[src/rtl/mac_sat_sequencer.sv]
// mac_sat_sequencer: sequences signed fixed-point multiply-accumulate over a
// stream of operand pairs, then saturates the sum to BIT_WIDTH and returns
// one result per dot product on a valid/ready handshake.
module mac_sat_sequencer #(
    parameter int unsigned BIT_WIDTH  = 16,
    parameter int unsigned FRAC_WIDTH = 8,
    parameter int unsigned MAX_LEN    = 16,
    parameter int unsigned LEN_WIDTH  = 5
) (
    input  logic                 clk,
    input  logic                 rst,
    input  logic                 start,
    input  logic [LEN_WIDTH-1:0] len,
    output logic                 busy,
    input  logic                 in_valid,
    output logic                 in_ready,
    input  logic [BIT_WIDTH-1:0] in_a,
    input  logic [BIT_WIDTH-1:0] in_b,
    output logic                 out_valid,
    input  logic                 out_ready,
    output logic [BIT_WIDTH-1:0] out_data,
    output logic                 out_sat
);

    localparam int unsigned PW = 2 * BIT_WIDTH;
    localparam int unsigned AW = 2 * BIT_WIDTH + LEN_WIDTH;
    // Bits of the accumulator from the result sign bit upward; all must agree
    // for the shifted sum to fit in BIT_WIDTH.
    localparam int unsigned RW = AW - (BIT_WIDTH + FRAC_WIDTH - 1);

    typedef enum logic [1:0] {
        IDLE   = 2'd0,
        ACCUM  = 2'd1,
        DRAIN  = 2'd2,
        OUTPUT = 2'd3
    } state_t;

    state_t                 state_q, state_d;
    logic [LEN_WIDTH-1:0]   len_q, len_d;
    logic [LEN_WIDTH-1:0]   cnt_q, cnt_d;
    logic [AW-1:0]          acc_q, acc_d;
    logic [PW-1:0]          prod_q, prod_d;
    logic [BIT_WIDTH-1:0]   out_data_q, out_data_d;
    logic                   out_sat_q, out_sat_d;
    logic                   out_valid_q, out_valid_d;

    logic signed [PW-1:0]   mult;
    logic [AW-1:0]          prod_ext;
    logic [AW-1:0]          acc_f;
    logic [RW-1:0]          acc_hi;
    logic                   in_range;
    logic [BIT_WIDTH-1:0]   sat_data;
    logic                   sat_flag;
    logic                   acc_f_frac_unused;
    logic [LEN_WIDTH-1:0]   eff_len;
    logic                   in_hs;

    assign busy      = (state_q != IDLE);
    assign in_ready  = (state_q == ACCUM);
    assign out_valid = out_valid_q;
    assign out_data  = out_data_q;
    assign out_sat   = out_sat_q;

    // Datapath: product, accumulate-with-pending-product, saturation.
    always_comb begin
        mult              = $signed(in_a) * $signed(in_b);
        prod_ext          = {{(AW-PW){prod_q[PW-1]}}, prod_q};
        acc_f             = acc_q + prod_ext;
        acc_hi            = acc_f[AW-1:BIT_WIDTH+FRAC_WIDTH-1];
        in_range          = (&acc_hi) | ~(|acc_hi);
        acc_f_frac_unused = ^acc_f[FRAC_WIDTH-1:0];
        if (in_range) begin
            sat_data = acc_f[BIT_WIDTH+FRAC_WIDTH-1:FRAC_WIDTH];
            sat_flag = 1'b0;
        end else if (acc_f[AW-1]) begin
            sat_data = {1'b1, {(BIT_WIDTH-1){1'b0}}};
            sat_flag = 1'b1;
        end else begin
            sat_data = {1'b0, {(BIT_WIDTH-1){1'b1}}};
            sat_flag = 1'b1;
        end
        eff_len = (len > LEN_WIDTH'(MAX_LEN)) ? LEN_WIDTH'(MAX_LEN) : len;
        in_hs   = in_valid & (state_q == ACCUM);
    end

    // Next-state and register updates for the sequencing FSM.
    always_comb begin
        state_d     = state_q;
        len_d       = len_q;
        cnt_d       = cnt_q;
        acc_d       = acc_q;
        prod_d      = prod_q;
        out_data_d  = out_data_q;
        out_sat_d   = out_sat_q;
        out_valid_d = out_valid_q;
        unique case (state_q)
            IDLE: begin
                if (start) begin
                    len_d  = eff_len;
                    cnt_d  = '0;
                    acc_d  = '0;
                    prod_d = '0;
                    state_d = (len == '0) ? DRAIN : ACCUM;
                end
            end
            ACCUM: begin
                // The product registered last cycle is folded in now, so a
                // bubble must zero prod_q to avoid counting it twice.
                acc_d = acc_f;
                if (in_hs) begin
                    prod_d = mult;
                    cnt_d  = cnt_q + 1'b1;
                    if (cnt_q + 1'b1 == len_q) begin
                        state_d = DRAIN;
                    end
                end else begin
                    prod_d = '0;
                end
            end
            DRAIN: begin
                out_data_d  = sat_data;
                out_sat_d   = sat_flag;
                out_valid_d = 1'b1;
                state_d     = OUTPUT;
            end
            OUTPUT: begin
                if (out_ready) begin
                    out_valid_d = 1'b0;
                    acc_d       = '0;
                    state_d     = IDLE;
                end
            end
            default: state_d = IDLE;
        endcase
    end

    // State and datapath registers with synchronous reset.
    always_ff @(posedge clk) begin
        if (rst) begin
            state_q     <= IDLE;
            len_q       <= '0;
            cnt_q       <= '0;
            acc_q       <= '0;
            prod_q      <= '0;
            out_data_q  <= '0;
            out_sat_q   <= 1'b0;
            out_valid_q <= 1'b0;
        end else begin
            state_q     <= state_d;
            len_q       <= len_d;
            cnt_q       <= cnt_d;
            acc_q       <= acc_d;
            prod_q      <= prod_d;
            out_data_q  <= out_data_d;
            out_sat_q   <= out_sat_d;
            out_valid_q <= out_valid_d;
        end
    end

endmodule

[config.mk]
export PLATFORM = sky130hd
export DESIGN_NAME = mac_sat_sequencer
export DESIGN_NICKNAME = d
export VERILOG_FILES = /design/src/rtl/mac_sat_sequencer.sv
export SDC_FILE = /design/constraint.sdc
export NUM_CORES = 1
export LEC_CHECK = 0
export CAP_MARGIN = 15
export CORE_MARGIN = 2
export CORE_UTILIZATION = 30
export CTS_BUF_LIST = sky130_fd_sc_hd__clkbuf_2
export DETAILED_ROUTE_END_ITERATION = 7
export GPL_TIMING_DRIVEN = 0
export SYNTH_ARGS = -nofsm -noshare
export SYNTH_HDL_FRONTEND = slang
export SYNTH_SLANG_ARGS = --single-unit
[constraint.sdc]
create_clock -name clk -period 15.75 [get_ports clk]
set_clock_uncertainty 0.2 [all_clocks]
set_input_delay 3.15 -clock clk [delete_from_list [all_inputs] [get_ports clk]]
set_output_delay 3.15 -clock clk [all_outputs]
set_load 0.05 [all_outputs]
==> summary.txt <==
Unrepaired setup endpoints after global routing: no
Fin. max-slew vios: 0
Max_slew headroom: 0.4614
Die Y: 235.9 um
Run status: finished clean
Crit path DAT: 10.50 ns
Most frequent cells in the layout: inv_1 (311), fa_1 (263), nand2_1 (196), and2_1 (131), nor2_1 (125)
Max_cap viols: 0
Fin area: 0.01773 mm2
FP Rows: 84
Seq/Total Area, Yosys: 0.1229
Largest net degree at the start of global routing: 20
Mapped Cells: 1,872
Bufs on Longest Clock Path: 2
Multi-input logic area: 0.01262 mm2
Number of nets with antenna violations after routing: 0
Syn Nets: 2,301
# DRC: 0
H-tree depth: 3
CP Data Required Time: 16.12 ns
CP max stage cell: fa_1
Most common cell after layout, fill and taps aside: inv_1
DP HPWL: 37.20 mm
CP Class: in2reg
Postcts setup bufs: 0
Average wire per cell in the routed design: 16.73 um
Post-layout util: 0.3353
Initial antenna violation count: 2
Avg Inst Size Synth: 8.615 um2
HP Class: reg2reg
Final worst-path cycle share: 0.6430
Ports: 62
Total Routed Length: 44.11 mm
Die W: 235.9 um
TritonCTS clock tree: done
EDFF count, synth: 0
Startpoint types: input pin
Register Area: 0.001982 mm2
First-pass GRT wire length: 71.62 mm
Vias in the first global route: 13,660
Worst-skew pair later-pin latency: 0.66 ns
Delay-heaviest family, CP: adder cells
Top FF cell, synth: dfxtp_1
Port buffer count: 60
Netlist cell types: 77
Post-route insts no fill: 2,637
Total Negative Setup Slacks: 0 ns
Slew @ Worst Pin: 0.8079 ns
Crit path time final: 10.13 ns
Hold Buf Count CTS: 0
CP endpoint kind: flop
Overflow after GRT: 0
Routed vias: 13,140
Tot GR Track Use: 0.1600
Iteration count of the initial detailed-routing pass: 5
CTS Buf Count: 9
Final hold violation count: 0
CTS Root Buffer Type: clkbuf_2
Max incr delay on CP: 0.92 ns
Area Growth Syn to Fin: 9.923%
PostCTS Resize Cnt: 0
Die Footprint: 0.05563 mm2
Area after DPL: 0.01759 mm2
YS warnings: 0
# clock sinks: 99
Clock Pin Slew Worst Setup and Hold Paths: 0.28 ns
Ys async rst share: 0
Vias per cell: 4.983
DR iter-0 viols: 757
Final setup fails: 0
Worst Path Max Fanout: 10
CP bufs+invs: 5
Share of layout cells above drive strength 1: 0.02515
Fill cell count: 5,498
GPL Wtd Cong: 0.8971
CP Cell Sequence: clkdlybuf4s50_1, clkbuf_1, nand2_1, inv_1, fa_1, fa_1, fa_1, fa_1, fa_1, inv_1, fa_1, inv_1, ha_1, nand2_1, nor2_1, nand2_1, nor2_1, a21oi_1, o311ai_0, a21oi_1, xnor2_1, a22o_1
Max Clock Freq: 98.75 MHz
Nets: 2,372
Core area: 0.05287 mm2
Synth Cell Area: 0.01613 mm2
Most frequent CP cell: fa_1
Initial Utilization: 0.3051
Dpl cells: 2,620
#FFs+latches synth: 99
-- per-layer routing --
| layer | GRT usage | routed length [um] |
|---|---|---|
| met1 | 0.2132 | 19420 |
| met2 | 0.2768 | 21640 |
| met3 | 0.01826 | 2102 |
| met4 | 0.03783 | 957 |
| met5 | 0 | 0 |
-- state kept, by name (all words and copies together) (netlist names) --
name and cells:
len_q 5, acc_q 37, out_data 16, prod_q 32, state_q 2, out_valid 1
out_sat 1, cnt_q 5
-- worst paths after layout --
path              startpoint            to  slack, ns  cells past startpoint
setup / recovery    in_a[15]    prod_q[29]       5.62                     22
hold / removal      acc_q[0]      acc_q[0]       0.28                      2
setup reg to reg  prod_q[24]  out_data[14]      11.45                     11
hold reg to reg     acc_q[0]      acc_q[0]       0.28                      2
-- worst reg2reg max path: stages, from the launching register on --
cell and delay, ns:
dfxtp_1 0.40, ha_1 0.27, clkbuf_1 0.35, nand4_1 0.25, nor4_1 0.71, o2111ai_1 0.34, nand3_1 0.26, mux2i_1 0.25
xnor2_1 0.20, nand2_1 0.36, or2_1 0.42, o221a_1 0.23
-- final cells by class --
cell class,count,area share
clock buffer,9,0.002541
inverter,311,0.06585
timing repair buffer,60,0.03388
clock inverter,7,0.005152
buffer,83,0.01997
multi-input combinational,1379,0.7121
sequential,99,0.1118
antenna,1,0.0001412
tap,688,0.04856
-- logic make-up after synthesis --
kind of cell,count (synthesis),synth area share
simple gates,586,0.1784
buf+inv,394,0.09434
fa+ha+maj,387,0.4227
compound gates,334,0.1420
flops,99,0.1229
xor+xnor,70,0.03848
mux,2,0.001241
-- cell usage after synthesis, drive strengths merged (4+ instances only) --
cell type,count,area share
nor2b,9,0.0035
dfxtp,99,0.12
nand3,26,0.0081
or2,4,0.0016
clkbuf,70,0.016
nand4,14,0.0067
nand3b,6,0.0028
buf,13,0.0057
a211o,4,0.0022
a22oi,42,0.020
nand2,197,0.046
o21bai,7,0.0033
a21oi,99,0.031
a211oi,6,0.0031
a2111oi,5,0.0047
ha,124,0.096
a21boi,5,0.0023
nor2,126,0.029
a311oi,7,0.0038
nand2b,20,0.0078
o2111ai,6,0.0033
and2,131,0.051
inv,311,0.072
o211ai,9,0.0045
a22o,14,0.0076
o221a,5,0.0035
or3,7,0.0030
o21ai,45,0.014
a32oi,4,0.0022
xor2,19,0.010
xnor2,51,0.028
a21o,32,0.015
o21a,12,0.0056
and3,8,0.0031
nor3b,7,0.0033
fa,263,0.33
a31oi,7,0.0027
nor3,24,0.0078
-- metrics by stage --
stage          hold slack (ns)  setup WS [ns]
6_report                0.2772          5.623
5_1_grt                 0.3072          5.207
4_1_cts                 0.2797          5.687
3_5_place_dp            0.2519          4.983
3_3_place_gp            0.2448          5.103
2_1_floorplan           0.2356          6.629
Power is not shown: default switching activity piles up to over one toggle a cycle in this logic, so the estimate is an artifact.
==> variant 1, RTL diff (same settings) <==
`BIT_WIDTH`: 16 -> 20.
--- a/src/rtl/mac_sat_sequencer.sv
+++ b/src/rtl/mac_sat_sequencer.sv
@@ -2,7 +2,7 @@
 // stream of operand pairs, then saturates the sum to BIT_WIDTH and returns
 // one result per dot product on a valid/ready handshake.
 module mac_sat_sequencer #(
-    parameter int unsigned BIT_WIDTH  = 16,
+    parameter int unsigned BIT_WIDTH  = 20,
     parameter int unsigned FRAC_WIDTH = 8,
     parameter int unsigned MAX_LEN    = 16,
     parameter int unsigned LEN_WIDTH  = 5
Interface: changed (resized in_a, in_b and out_data); port bits go from 62 to 74. The function was not compared with the original's and may differ.
==> variant 1 against the original RTL <==
Final cell count is 42% higher. Global-route usage is 0.53 points higher. Synthesized area is 43% higher. Worst setup slack worse by 0.31 ns. Design area is 41% higher. Wire length is 45% higher. Sequential cell count is 20 higher.
Power is not shown: default switching activity piles up to over one toggle a cycle in this logic, so the estimate is an artifact.
==> variant 1: results (changes against the original RTL) <==
Status
  • Status: completed

Critical path
  • Maximum fanout along the worst path: 10 (unchanged)
  • CP delay by family, top: adder cells
  • CP arrival: 10.86 ns (+0.36 ns)
  • Crit-path max cell delay: 0.61 ns (-0.31 ns)
  • Slowest stage cell, crit path: clkdlybuf4s50_1
  • R2R Setup Slk: 11.53 ns (+0.08 ns)
  • R2R depth: 13 (+2)
  • FF-to-FF End: out_sat$_SDFFE_PP0P_
  • Reg2Reg Launch Point: prod_q[1]$_SDFFE_PP0P_

GRT
  • Initial antenna violation count: 1 (-1)
  • GR Util All Layers: 16.53% (+0.53 points)
  • First-pass GRT wire length: 103300 um (+44%)
  • Largest net degree at the start of global routing: 19 (-5.0%)

Logic synthesis
  • Proportion of synthesized area in mux cells: 0.3030% (+0.18 points)
  • Synth Area in XOR/XNOR: 2.841% (-1.0 points)
  • Top cells by instance count after synthesis: 459 x inv_1, 421 x fa_1, 273 x nand2_1, 226 x and2_1, 160 x nor2_1
  • Synth Area in Compound Gates: 13.59% (-0.61 points)
  • Syn nets: 3280 (+43%)
  • Post-Synth Adder-Cell Area: 44.95% (+2.7 points)
  • Synth top area cells: fa_1 36%, dfxtp_1 10%, ha_1 8.5%, inv_1 7.5%, and2_1 6.1%
  • Library cells used by synthesis: 85 (+10%)
  • Async set-reset flop share out of synthesis: 0% (unchanged)
  • Sequential area share after synthesis: 10.30% (-2.0 points)

Clock network
  • Num CTS Buffers: 17 (+8)
  • Htree depth: 4 (+1)
  • Cts repair resizes: 0 (unchanged)
  • Clock Latency Late Sink: 0.73 ns (+0.07 ns)
  • Clock Pin Slew Worst Setup and Hold Paths: 0.18 ns (-0.10 ns)
  • Clk root buf: clkbuf_2

Placement
  • DP Wirelength: 54080 um (+45%)
  • Port Buf Inserts: 33 (-45%)
  • DP Area: 24740 um2 (+41%)
  • RD Place Congestion: 0.9306 (+3.7%)

Worst hold path
  • Min-delay src: acc_q[4]$_SDFFE_PP0P_
  • WHS Endpoint: acc_q[4]$_SDFFE_PP0P_

Routing
  • Vias post-DR: 18060 (+37%)
  • Starting DRT DRC Count: 1335 (+76%)
  • Drt wl/cell: 17.07 um (+2.1%)

Layout
  • Max reg flops: 45 (+22%)
  • Largest Register: acc_q
  • Fraction of layout cells with a size suffix above 1: 3.754% (+1.2 points)

STA
  • Hold Slack: 0.2751 ns (-0.002158 ns)
  • Slew margin rel.: 37.54% (-8.6 points)
-- variant 1: logic make-up (layout without fill, tap and decap cells) --
| group | Yosys count | count (layout) |
|---|---|---|
| simple gates | 836 | 836 |
| buf+inv | 610 | 675 |
| fa+ha+maj | 578 | 578 |
| compound gates | 427 | 427 |
| flops | 119 | 119 |
| xor+xnor | 75 | 75 |
| mux | 7 | 7 |
| other cells | 0 | 1 |
-- variant 1: final cells by class --
cell class                 count  area (um2)
fill                        8104       51080
multi-input combinational   1923       18370
sequential                   119        2382
inverter                     459        1723
tap                         1030        1289
buffer                       151       649.4
timing repair buffer          33       330.3
clock inverter                12       151.4
clock buffer                  20       100.1
antenna                        1       2.502
-- variant 1: per-stage QoR --
stage                     util (%)  instances  setup WS (ns)
after CTS                    32.85       3747          5.295
after floorplan                  -       2652          5.842
final                        32.86       3748          5.310
after global placement       32.52       3715          4.526
after global routing         32.86       3748          4.945
after detailed placement     32.52       3715          4.510
-- variant 1: per-layer routing --
metal / global-route usage, % / wire [um] / up-vias
met1: 24.16 / 31200 / 8915
met4: 3.178 / 1023 / 0
met5: 0 / 0 / -
met3: 2.105 / 3640 / 63
li1: - / - / 8559
met2: 26.20 / 28120 / 525
-- variant 1: how the worst max path moves through the flow --
| stage | start | cells after the start | to |
|---|---|---|---|
| floorplan | in_a[19] | 24 | prod_q[37]$_SDFFE_PP0P_ |
| global placement | in_b[19] | 25 | prod_q[37]$_SDFFE_PP0P_ |
| detailed placement | in_b[19] | 25 | prod_q[37]$_SDFFE_PP0P_ |
| CTS | in_b[19] | 25 | prod_q[39]$_SDFFE_PP0P_ |
| global route | in_b[19] | 25 | prod_q[39]$_SDFFE_PP0P_ |
| finish | in_b[19] | 25 | prod_q[39]$_SDFFE_PP0P_ |
==> variant 2, RTL diff (same settings) <==
Made on the original files. The 4 states of `state_t` get a Gray code encoding in 2 bits.
--- a/src/rtl/mac_sat_sequencer.sv
+++ b/src/rtl/mac_sat_sequencer.sv
@@ -29,10 +29,10 @@
     localparam int unsigned RW = AW - (BIT_WIDTH + FRAC_WIDTH - 1);
 
     typedef enum logic [1:0] {
-        IDLE   = 2'd0,
-        ACCUM  = 2'd1,
-        DRAIN  = 2'd2,
-        OUTPUT = 2'd3
+        IDLE   = 2'b00,
+        ACCUM  = 2'b01,
+        DRAIN  = 2'b11,
+        OUTPUT = 2'b10
     } state_t;
 
     state_t                 state_q, state_d;
Formal check against the unedited RTL: no difference found for any inputs over 4 cycles, from zero or initial values and one cycle with rst high; so few cycles prove little.
==> variant 2 against the original RTL <==
Sequential cell count did not move. Critical path depth grew 3. Synthesized area fell by 2.3%. Register-to-register slack lost 0.06 ns. Wire length grew 1.1%. Design area decreased by 1.9%. Synthesized cell count down 2.8%. Utilization increased by 0.15 points. Worst setup slack better by 0.17 ns. Via count decreased by 2.2%. Fmax up 1.7%. Largest cell class unchanged.
Power is not shown: default switching activity piles up to over one toggle a cycle in this logic, so the estimate is an artifact.
==> variant 2: results (changes against the original RTL) <==
Logic synthesis
  • Yosys warnings: 0 (unchanged)
  • Syn nets: 2243 (-2.5%)
  • Async set-reset flop share out of synthesis: 0% (unchanged)
  • Library cells used by synthesis: 73 (-5.2%)
  • Synth Flop Type: dfxtp_1
  • Top cells by instance count after synthesis: 307 x inv_1, 263 x fa_1, 190 x nand2_1, 134 x nor2_1, 131 x and2_1
  • Synth top area cells: fa_1 33%, dfxtp_1 13%, ha_1 9.4%, inv_1 7.3%, and2_1 5.2%
  • Sequential area share after synthesis: 12.58% (+0.29 points)

Routing
  • TritonRoute pass-1 iters: 5 (unchanged)
  • Starting DRT DRC Count: 827 (+9.2%)
  • Vias post-DR: 12850 (-2.2%)
  • Drt wl/cell: 17.32 um (+3.5%)

GRT
  • Initial antenna violation count: 2 (unchanged)
  • First-pass GRT wire length: 71630 um (about the same)
  • GR Util All Layers: 16.77% (+0.77 points)
  • Largest net degree at the start of global routing: 19 (-5.0%)

Layout
  • Final nets: 2314 (-2.4%)
  • Fraction of layout cells with a size suffix above 1: 3.061% (+0.55 points)
  • Largest Register: acc_q
  • Max reg flops: 37 (unchanged)

Critical path
  • Setup crit start: in_a[6]
  • R2R Setup Slk: 11.39 ns (-0.06 ns)
  • Reg2Reg Launch Point: acc_q[0]$_SDFFE_PP0P_
  • R2R depth: 12 (+1)
  • Crit path kind: in2reg
  • FF-to-FF End: out_data[14]$_SDFFE_PP0P_
  • CP arrival: 10.34 ns (-0.16 ns)
  • Maximum fanout along the worst path: 10 (unchanged)

Clock network
  • Htree depth: 3 (unchanged)
  • Clk buf depth: 2 (unchanged)
  • Cts repair resizes: 0 (unchanged)
  • Clk root buf: clkbuf_2
  • Clock Latency Late Sink: 0.63 ns (-0.03 ns)
  • Clock Pin Slew Worst Setup and Hold Paths: 0.31 ns (+0.03 ns)
  • Num CTS Buffers: 9 (unchanged)
  • Setup bufs post-CTS: 0 (unchanged)

Worst hold path
  • Worst hold stages: 2 (unchanged)
  • Min-delay src: prod_q[28]$_SDFFE_PP0P_
  • WHS Endpoint: prod_q[28]$_SDFFE_PP0P_
  • Worst hold path class: reg2reg

STA
  • Slew margin rel.: 40.18% (-6.0 points)

Placement
  • DP Wirelength: 37320 um (+0.32%)
  • RD Place Congestion: 0.8988 (+0.19%)
  • Dpl ws: 5.028 ns (+0.04490 ns)

Status
  • Status: completed
## variant 2: layout make-up
cell class | count | area, um2
flip-flops and latches | 99 | 1982
clock inverters | 7 | 127.6
diodes | 1 | 2.502
repair buffers | 60 | 600.6
multi-input cells | 1339 | 12330
clock buffers | 9 | 45.04
plain buffers | 74 | 299.0
well taps | 680 | 850.8
fillers | 5380 | 34230
inverters | 307 | 1152
## variant 2: through the flow
step	cell area, um2	instances	utilization (%)	hold WS, ns
floorplan	15760	1819	-	0.2291
global placement	17210	2559	33.34	0.2683
detailed placement	17210	2559	33.34	0.2759
CTS	17380	2575	33.68	0.3025
global route	17390	2576	33.68	0.3173
finish	17390	2576	33.68	0.2989
## variant 2: kinds of logic (layout without fill, tap and decap cells)
| group | count (synthesis) | in the layout | synth area share [%] |
|---|---|---|---|
| AO/OA/AOI/OAI | 317 | 317 | 14.09 |
| XOR/XNOR | 65 | 65 | 3.613 |
| adder cells (fa/ha/maj) | 382 | 382 | 42.86 |
| buffers and inverters | 381 | 457 | 9.210 |
| flip-flops | 99 | 99 | 12.58 |
| multiplexers | 1 | 1 | 0.06352 |
| other | 0 | 1 | 0 |
| AND/OR/NAND/NOR | 574 | 574 | 17.59 |
## variant 2: critical path: stages
cell	delay [ns]
clkdlybuf4s50_1	0.78
clkbuf_1	0.55
nand2_1	0.16
fa_1	0.53
inv_1	0.05
fa_1	0.50
inv_1	0.06
fa_1	0.57
inv_1	0.06
fa_1	0.46
fa_1	0.49
inv_1	0.05
fa_1	0.48
inv_1	0.04
ha_1	0.38
and3_1	0.21
and2_1	0.18
and4_1	0.22
nand3_1	0.08
nor3_1	0.42
nor3_1	0.14
nor3_1	0.27
nor3_1	0.11
and4_1	0.20
a211o_1	0.22
## variant 2: worst max-delay path by stage
stage | to | slack, ns | cells past startpoint
6_report | prod_q[30]$_SDFFE_PP0P_ | 5.80 | 25
5_1_grt | prod_q[31]$_SDFFE_PP0P_ | 5.48 | 21
4_1_cts | prod_q[30]$_SDFFE_PP0P_ | 5.80 | 25
3_5_place_dp | prod_q[30]$_SDFFE_PP0P_ | 5.03 | 25
3_3_place_gp | prod_q[30]$_SDFFE_PP0P_ | 5.10 | 21
2_1_floorplan | prod_q[27]$_SDFFE_PP0P_ | 6.57 | 22
## variant 2: per-layer routing
layer,wire length (um),global-route usage [%]
met1,20520,23.44
met2,21010,27.99
met3,2411,1.758
met4,673,3.443
met5,0,0
